==> src/rtl/poly_notebank_pkg.sv <==
// Shared codes, state types and the output clip helper for the polyphonic voice bank.
package poly_notebank_pkg;

  localparam logic [1:0] WAVE_SAW = 2'd0;
  localparam logic [1:0] WAVE_SQR = 2'd1;
  localparam logic [1:0] WAVE_TRI = 2'd2;
  localparam logic [1:0] WAVE_OFF = 2'd3;

  typedef enum logic [1:0] {
    ENV_IDLE    = 2'd0,
    ENV_ATTACK  = 2'd1,
    ENV_SUSTAIN = 2'd2,
    ENV_RELEASE = 2'd3
  } env_state_t;

  typedef enum logic [1:0] {
    ST_IDLE = 2'd0,
    ST_RUN  = 2'd1,
    ST_MAC  = 2'd2,
    ST_OUT  = 2'd3
  } frame_state_t;

  // Symmetric clip to +/-(2^(dw-1)-1) so the output never reaches the lone negative code.
  function automatic longint sat_sym(input longint v, input int dw);
    longint mx;
    mx = (longint'(1) <<< (dw - 1)) - 1;
    if (v > mx)
      return mx;
    else if (v < -mx)
      return -mx;
    else
      return v;
  endfunction

endpackage

==> src/rtl/poly_notebank_voice_step.sv <==
// One voice's per-sample update: waveform lookup, phase advance and envelope step.
module poly_voice_step
  import poly_notebank_pkg::*;
#(
  parameter int DATA_W  = 24,
  parameter int ENV_W   = 18,
  parameter int PHASE_W = 32,
  parameter int RATE_W  = 16
) (
  input  logic [PHASE_W-1:0] phase,
  input  logic [PHASE_W-1:0] inc,
  input  logic [1:0]         env_state,
  input  logic [ENV_W-1:0]   env,
  input  logic [RATE_W-1:0]  attack_rate,
  input  logic [RATE_W-1:0]  release_rate,
  input  logic [ENV_W-1:0]   sustain_level,
  input  logic [1:0]         wave_sel,
  output logic [DATA_W-1:0]  wave,
  output logic [PHASE_W-1:0] phase_next,
  output logic [ENV_W-1:0]   env_next,
  output logic [1:0]         env_state_next
);

  localparam logic [DATA_W-1:0] FULL = {1'b0, {(DATA_W-1){1'b1}}};

  logic [DATA_W-1:0] p;
  logic [DATA_W-2:0] fold;
  logic [ENV_W:0]    env_up;

  assign p          = phase[PHASE_W-1 -: DATA_W];
  assign fold       = p[DATA_W-1] ? ~p[DATA_W-2:0] : p[DATA_W-2:0];
  assign phase_next = phase + inc;
  assign env_up     = {1'b0, env} + (ENV_W+1)'(attack_rate);

  // Triangle folds the upper half back down, then re-centres by flipping the MSB.
  always_comb begin
    wave = '0;
    case (wave_sel)
      WAVE_SAW: wave = {~p[DATA_W-1], p[DATA_W-2:0]};
      WAVE_SQR: wave = p[DATA_W-1] ? -FULL : FULL;
      WAVE_TRI: wave = {~fold[DATA_W-2], fold[DATA_W-3:0], 1'b0};
      default:  wave = '0;
    endcase
  end

  always_comb begin
    env_next       = env;
    env_state_next = env_state;
    case (env_state)
      ENV_ATTACK: begin
        if (env_up >= {1'b0, sustain_level}) begin
          env_next       = sustain_level;
          env_state_next = ENV_SUSTAIN;
        end else begin
          env_next = env_up[ENV_W-1:0];
        end
      end
      ENV_SUSTAIN: env_next = env;
      ENV_RELEASE: begin
        if ({1'b0, env} <= (ENV_W+1)'(release_rate)) begin
          env_next       = '0;
          env_state_next = ENV_IDLE;
        end else begin
          env_next = env - ENV_W'(release_rate);
        end
      end
      default: env_next = '0;
    endcase
  end

endmodule

==> src/rtl/poly_notebank.sv <==
// Time-multiplexed voice bank: one shared step/multiply path walks every voice once per
// sample_tick, accumulates the scaled voices and emits one saturated mono sample.
module poly_notebank
  import poly_notebank_pkg::*;
#(
  parameter int VOICES  = 4,
  parameter int DATA_W  = 24,
  parameter int ENV_W   = 18,
  parameter int PHASE_W = 32,
  parameter int RATE_W  = 16
) (
  input  logic                       clk,
  input  logic                       rst_b,
  input  logic                       sample_tick,
  input  logic                       note_on,
  input  logic                       note_off,
  input  logic [$clog2(VOICES)-1:0]  voice_sel,
  input  logic [PHASE_W-1:0]         phase_inc,
  input  logic [1:0]                 wave_sel,
  input  logic [RATE_W-1:0]          attack_rate,
  input  logic [RATE_W-1:0]          release_rate,
  input  logic [ENV_W-1:0]           sustain_level,
  output logic                       cmd_ready,
  output logic [DATA_W-1:0]          audio_out,
  output logic                       audio_valid,
  output logic [VOICES-1:0]          active,
  output logic                       busy,
  output logic                       overrun
);

  localparam int VI_W   = $clog2(VOICES);
  localparam int ACC_W  = DATA_W + VI_W;
  localparam int PROD_W = DATA_W + ENV_W + 1;

  frame_state_t state_q, state_d;
  logic [VI_W-1:0] idx_q;

  logic [PHASE_W-1:0] phase_q [VOICES];
  logic [PHASE_W-1:0] inc_q   [VOICES];
  logic [1:0]         wave_q  [VOICES];
  env_state_t         est_q   [VOICES];
  logic [ENV_W-1:0]   env_q   [VOICES];
  logic [ENV_W-1:0]   sus_q   [VOICES];
  logic [RATE_W-1:0]  att_q   [VOICES];
  logic [RATE_W-1:0]  rel_q   [VOICES];

  logic signed [PROD_W-1:0] prod_q, prod_d;
  logic signed [ACC_W-1:0]  acc_q, prod_acc;

  logic [DATA_W-1:0]  wave_s;
  logic [PHASE_W-1:0] phase_n;
  logic [ENV_W-1:0]   env_n;
  logic [1:0]         est_n;

  poly_voice_step #(
    .DATA_W (DATA_W),
    .ENV_W  (ENV_W),
    .PHASE_W(PHASE_W),
    .RATE_W (RATE_W)
  ) u_step (
    .phase         (phase_q[idx_q]),
    .inc           (inc_q[idx_q]),
    .env_state     (est_q[idx_q]),
    .env           (env_q[idx_q]),
    .attack_rate   (att_q[idx_q]),
    .release_rate  (rel_q[idx_q]),
    .sustain_level (sus_q[idx_q]),
    .wave_sel      (wave_q[idx_q]),
    .wave          (wave_s),
    .phase_next    (phase_n),
    .env_next      (env_n),
    .env_state_next(est_n)
  );

  // Product uses the envelope before this sample's step; the shift back by ENV_W keeps
  // a full-scale envelope at unity gain.
  assign prod_d   = PROD_W'($signed(wave_s)) * PROD_W'($signed({1'b0, env_q[idx_q]}));
  assign prod_acc = ACC_W'(prod_q >>> ENV_W);

  assign cmd_ready = (state_q == ST_IDLE);
  assign busy      = (state_q != ST_IDLE);

  always_comb begin
    active = '0;
    for (int v = 0; v < VOICES; v++)
      active[v] = (est_q[v] != ENV_IDLE);
  end

  always_ff @(posedge clk) begin
    if (rst_b)
      state_q <= ST_IDLE;
    else
      state_q <= state_d;
  end

  always_comb begin
    state_d = state_q;
    unique case (state_q)
      ST_IDLE: if (sample_tick) state_d = ST_RUN;
      ST_RUN:  if (idx_q == VI_W'(VOICES - 1)) state_d = ST_MAC;
      ST_MAC:  state_d = ST_OUT;
      ST_OUT:  state_d = ST_IDLE;
      default: state_d = ST_IDLE;
    endcase
  end

  // Commands only land in IDLE, so they never race the RUN write-back to the same voice.
  always_ff @(posedge clk) begin
    if (rst_b) begin
      for (int v = 0; v < VOICES; v++) begin
        phase_q[v] <= '0;
        inc_q[v]   <= '0;
        wave_q[v]  <= '0;
        est_q[v]   <= ENV_IDLE;
        env_q[v]   <= '0;
        sus_q[v]   <= '0;
        att_q[v]   <= '0;
        rel_q[v]   <= '0;
      end
      idx_q       <= '0;
      prod_q      <= '0;
      acc_q       <= '0;
      audio_out   <= '0;
      audio_valid <= 1'b0;
      overrun     <= 1'b0;
    end else begin
      audio_valid <= 1'b0;
      overrun     <= sample_tick && (state_q != ST_IDLE);
      case (state_q)
        ST_IDLE: begin
          if (note_on) begin
            phase_q[voice_sel] <= '0;
            inc_q[voice_sel]   <= phase_inc;
            wave_q[voice_sel]  <= wave_sel;
            att_q[voice_sel]   <= attack_rate;
            rel_q[voice_sel]   <= release_rate;
            sus_q[voice_sel]   <= sustain_level;
            est_q[voice_sel]   <= ENV_ATTACK;
          end else if (note_off && ((est_q[voice_sel] == ENV_ATTACK) ||
                                    (est_q[voice_sel] == ENV_SUSTAIN))) begin
            est_q[voice_sel] <= ENV_RELEASE;
          end
          if (sample_tick) begin
            idx_q <= '0;
            acc_q <= '0;
          end
        end
        ST_RUN: begin
          prod_q         <= prod_d;
          phase_q[idx_q] <= phase_n;
          env_q[idx_q]   <= env_n;
          est_q[idx_q]   <= env_state_t'(est_n);
          idx_q          <= idx_q + VI_W'(1);
          if (idx_q != '0)
            acc_q <= acc_q + prod_acc;
        end
        ST_MAC: acc_q <= acc_q + prod_acc;
        ST_OUT: begin
          audio_out   <= DATA_W'(sat_sym(longint'(acc_q), DATA_W));
          audio_valid <= 1'b1;
        end
        default: ;
      endcase
    end
  end

endmodule

==> config.mk <==
export PLATFORM = sky130hd
export DESIGN_NAME = poly_notebank
export DESIGN_NICKNAME = d
export VERILOG_FILES = /design/src/rtl/poly_notebank_pkg.sv /design/src/rtl/poly_notebank_voice_step.sv /design/src/rtl/poly_notebank.sv
export SDC_FILE = /design/constraint.sdc
export NUM_CORES = 2
export LEC_CHECK = 0
export CORE_AREA = 2 2 361 256
export CTS_BUF_LIST = sky130_fd_sc_hd__clkbuf_16
export CTS_CLUSTER_DIAMETER = 150
export DETAILED_ROUTE_END_ITERATION = 7
export DIE_AREA = 0 0 363 258
export GPL_ROUTABILITY_DRIVEN = 0
export HOLD_SLACK_MARGIN = 0.12
export PLACE_DENSITY = 0.69
export SLEW_MARGIN = 20
export SYNTH_ARGS = -nofsm -noshare
export SYNTH_HDL_FRONTEND = slang
export SYNTH_SLANG_ARGS = --single-unit
export TNS_END_PERCENT = 10
==> constraint.sdc <==
create_clock -name clk -period 10.19 [get_ports clk]
set_input_delay 2.038 -clock clk [delete_from_list [all_inputs] [get_ports clk]]
set_output_delay 2.038 -clock clk [all_outputs]
set_load 0.02 [all_outputs]
[Word-level counts from Yosys, hierarchy flattened]
Memory sizes are Yosys's and may differ from the RTL's. A register that Yosys moved wholly into a read port is not among the register bits.
Index checks and enable logic that the tools add are counted.
Operators by class
  $add $sub $neg: 5
  multiply operators: 1
  $lt $le $gt $ge: 4
  eq/ne operators: 14
  multiplexer cells: 81
  bitwise operators: 4
  reductions and logical operators: 26
Operators by type and width (count)
  $mux W32: 3
  $reduce_or A32 Y1: 3
  $pmux W26 S3: 1
  $mux W18: 4
  $mux W24: 3
  $pmux W24 S3: 1
  $mux W2: 35
  $pmux W18 S3: 1
  $mux W26: 2
  $mul A24 B19 Y43: 1
  $reduce_or A18 Y1: 2
  $add A32 B32 Y32: 1
  $mux W16: 2
  $reduce_or A16 Y1: 2
  $add A26 B25 Y26: 1
  $gt A26 B24 Y1 const B: 1
  $lt A26 B24 Y1 const B: 1
  $mux W1: 25
  $mux W23: 1
  $not A23 Y23: 1
  $add A18 B16 Y19: 1
  $ge A19 B18 Y1: 1
  $le A18 B16 Y1: 1
  $sub A18 B16 Y18: 1
  other kinds (16): 40
Storage, ports and cells
  flip-flop bits (word level): 99
  RAM bits: 544
  input bits: 91
  output and inout bits: 32
  word-level logic and storage cells: 150
  memories: 8
Memories
  inc_q: words 4, width 32, read ports 1, clocked after Yosys merged registers in 1, wr ports 4, RTL line poly_notebank.sv:39  | logic [PHASE_W-1:0] inc_q [VOICES];
  phase_q: words 4, width 32, read ports 1, clocked after Yosys merged registers in 1, wr ports 4, RTL line poly_notebank.sv:38  | logic [PHASE_W-1:0] phase_q [VOICES];
  env_q: words 4, width 18, read ports 1, clocked after Yosys merged registers in 1, wr ports 4, RTL line poly_notebank.sv:42  | logic [ENV_W-1:0] env_q [VOICES];
  sus_q: words 4, width 18, read ports 1, clocked after Yosys merged registers in 1, wr ports 4, RTL line poly_notebank.sv:43  | logic [ENV_W-1:0] sus_q [VOICES];
  att_q: words 4, width 16, read ports 1, clocked after Yosys merged registers in 1, wr ports 4, RTL line poly_notebank.sv:44  | logic [RATE_W-1:0] att_q [VOICES];
  rel_q: words 4, width 16, read ports 1, clocked after Yosys merged registers in 1, wr ports 4, RTL line poly_notebank.sv:45  | logic [RATE_W-1:0] rel_q [VOICES];
  +2 memories

[Depth between registers and ports, before layout]
An unclocked memory read counts as a cell.
  depth in word-level cells: 13
  gate-level depth with buffers: 35
  mapped depth without buffers: 29

[Cells and area by module]
From an unflattened synthesis, not the netlist that was laid out.
Unflattened totals
  cell total of the unflattened synthesis: 4345
  area total of the unflattened synthesis: 48109.9 µm²
Modules (own cells, without submodules)
  poly_notebank: times used 1, cells each 3660, area each 43414.1 µm²
  poly_voice_step: times used 1, cells each 685, area each 4695.8 µm²

[Worst setup path before layout]
OpenSTA, ideal clock, no wires.
  path kind: flip-flop to flip-flop
  from: reg (tool-made name)
  to: reg prod_q[41]
  library setup time: 0.127 ns
  arrival: 8.563 ns
  required time: 10.063 ns
  setup slack: 1.501 ns
  stages on the path, launching flop included: 34
  buffers on the path: 8
  period minus slack after synthesis: 8.689 ns
  cells stage by stage: dfxtp_1 clkbuf_1 clkbuf_1 clkbuf_1 clkbuf_1 buf_1 mux2i_1 nand2_1 o21ai_0 clkbuf_1 clkbuf_1 nor2_1 fa_1 inv_1 fa_1 fa_1 inv_1 fa_1 fa_1 inv_1 fa_1 inv_1 ha_1 clkbuf_1 a21oi_1 o21bai_1 a21oi_1 nand2_1 a2111oi_1 nor3_1 nor2_1 o221ai_1 nor4bb_1 or3_1
RTL lines
  end signal, assigned: RTL line poly_notebank.sv:149  | prod_q <= prod_d;
  end, declared: RTL line poly_notebank.sv:47  | logic signed [PROD_W-1:0] prod_q, prod_d;

==> flow_summary.ini <==
[status]
status = complete, no violations

[floorplan]
initial_utilization_pct = 52.4
core_mm2 = 0.0906
rows = 93
dieArea_mm2 = 0.0937
die_x_um = 363
io_pins = 123
fp.dieH_um = 258

[timing]
period_share_pct = 92.2
hold_viol = 0
grt_setup_unrepaired = no
slew_viol_final = 0
tightest_slew_ns = 1.15
fin_setup_tns_ns = 0
fin_skew_ns = 0.0164
setup_viol = 0
fmax_mhz = 106
whs_ns = 0.468
slew_headroom_pct = 22.9
finalCriticalPeriod_ns = 9.39

[flow_run]
maxCapViolCount = 0

[routing]
drc = 0
dr.pass1.iters = 5
vias = 32700
ant_nets = 0
detail_route.wl_per_cell_um = 21.2
finalWirelength_mm = 122
via_per_inst = 5.71
drt-initial-drc-count = 3052

[worst_setup_path]
path_max_fanout = 27
critPathMaxStageDelay_ns = 0.71
end_kind = flop
cp.arrival_ns = 9.89
cpMaxStageDelayCell = dfxtp_4
critPathBufInv = 4
cpMostUsedCell = fa_1
crit_required_ns = 10.69
worstSetupStartpointType = flop
cp_top_family = adder cells
crit_type = reg -> reg

[global_route]
antenna_found_initial = 2
grt_pass1_wl_mm = 191
grt_start_max_net_pins = 119
grt_util_met2_pct = 39.3
grt.met3_usage_pct = 7.31
grtUsageMet1_pct = 38.9
track_usage_pct = 26.7
grt_pass1_vias = 33000
grt_overflow = 0
grt_busiest_layer = met2

[clock_network]
cts_root_buffer = clkbuf_16
cts_tree = yes
post_cts_buffers = 0
clockBufferDepth = 3
cts.hold.buffers_added = 0
cts_repair_resize_count = 0
cts.clk_slew.worst_paths_ns = 0.06
h-tree-depth = 3
clk_latency_ns = 0.62
numCtsBuffers = 68
cts_sinks = 627

[logic_synthesis]
synth.distinct_cells = 81
ys_seq_area_share_pct = 37.9
syn_area_mm2 = 0.0475
synth_flop_cell = edfxtp_1
synth_top_cell_by_area = edfxtp_1
synthCells = 4446
ys_seq_elements = 627
syn_avg_cell_area_um2 = 10.7
ys_top_cells_by_area = edfxtp_1 34%, fa_1 18%, mux4_2 5.9%
ys_warn_count = 0
syn_nets = 5188
synth-edff-count = 544
synthArstFlopShare_pct = 0
synth_top_area_share_pct = 34.4

[final_layout]
seq_area_mm2 = 0.0180
multi_input_area_mm2 = 0.0264
final_nets = 5239
final_common_cell = inv_1
layout_common_cells = 654 x inv_1, 572 x nor2_1, 544 x edfxtp_1
final_core_util_pct = 57.6
drive_above_1_share_pct = 8.40
area_delta_synth_final_pct = 9.89
fillers = 7453

[placed_design]
hpwl_mm = 88.7
io_buffers = 122

[worst_hold_path]
worstHoldPathType = reg -> reg
[state kept, by name, indices dropped and copies added (netlist names), 2 cells and up, named ones only]
name and cells:
state_q 2, prod_q 25, idx_q 2, att_q 64, est_q 8, rel_q 64
phase_q 128, sus_q 72, inc_q 128, acc_q 26, audio_out 24, wave_q 8
env_q 72
[cells by family after synthesis]
group / count (synthesis) / share of synthesized area, %
AOI/OAI and AO/OA: 568 / 7.63
muxes: 185 / 7.20
and+or+nand+nor: 1452 / 14.6
xor gates and xnor gates: 100 / 1.84
buffers and inverters: 863 / 6.86
adders and majority gates: 651 / 24.0
DFF: 627 / 37.9
[final timing paths]
check | start | endpoint | slack [ns] | depth (start not counted)
worst max-delay path | flop | prod_q[41]$_SDFFE_PP0P_ | 0.80 | 28
worst min-delay path | audio_out[16]$_SDFFE_PP0P_ | audio_out[16]$_SDFFE_PP0P_ | 0.47 | 2
worst max register to register | flop | prod_q[41]$_SDFFE_PP0P_ | 0.80 | 28
worst min register to register | audio_out[16]$_SDFFE_PP0P_ | audio_out[16]$_SDFFE_PP0P_ | 0.47 | 2
[cells in the mapped netlist, types with 40 or more instances]
library cell,instances
xnor2_1,62
a21oi_1,174
nand3_1,40
dfxtp_1,83
mux4_2,124
nand2_1,264
nand2b_1,60
ha_1,219
fa_1,432
mux2i_1,44
a21o_1,77
and2_1,346
o21ai_0,114
inv_1,640
nor2_1,574
clkbuf_1,189
edfxtp_1,544
[tightest hold or removal path: stages, from the launching register on]
cell	delay [ns]
dfxtp_1	0.31
nand2b_1	0.06
a21oi_1	0.05
[stage by stage]
step | instance area, um^2 | worst slack, ns | cells
3_3_place_gp | 50100 | 1.08 | 5613
6_report | 52200 | 0.796 | 5736
2_1_floorplan | 47500 | 1.50 | 4446
5_1_grt | 52200 | 0.294 | 5735
4_1_cts | 52200 | 0.890 | 5734
3_5_place_dp | 50100 | 0.891 | 5613
[layer usage]
layer / vias to the layer above / wire length [um]
met4: 4 / 3250
met3: 189 / 13100
met1: 16200 / 52800
met2: 1407 / 52400
met5: - / 23
li1: 14900 / -
[final cells by class]
cell class / count / share of cell area (%)
multi-input combinational: 2956 / 50.5
sequential: 627 / 34.5
inverter: 642 / 4.61
timing repair buffer: 202 / 3.57
clock buffer: 68 / 3.26
tap: 1187 / 2.84
clock inverter: 53 / 0.766
antenna: 1 / 0.00479
Power is not shown: default switching activity piles up to over one toggle a cycle in this logic, so the estimate is an artifact.
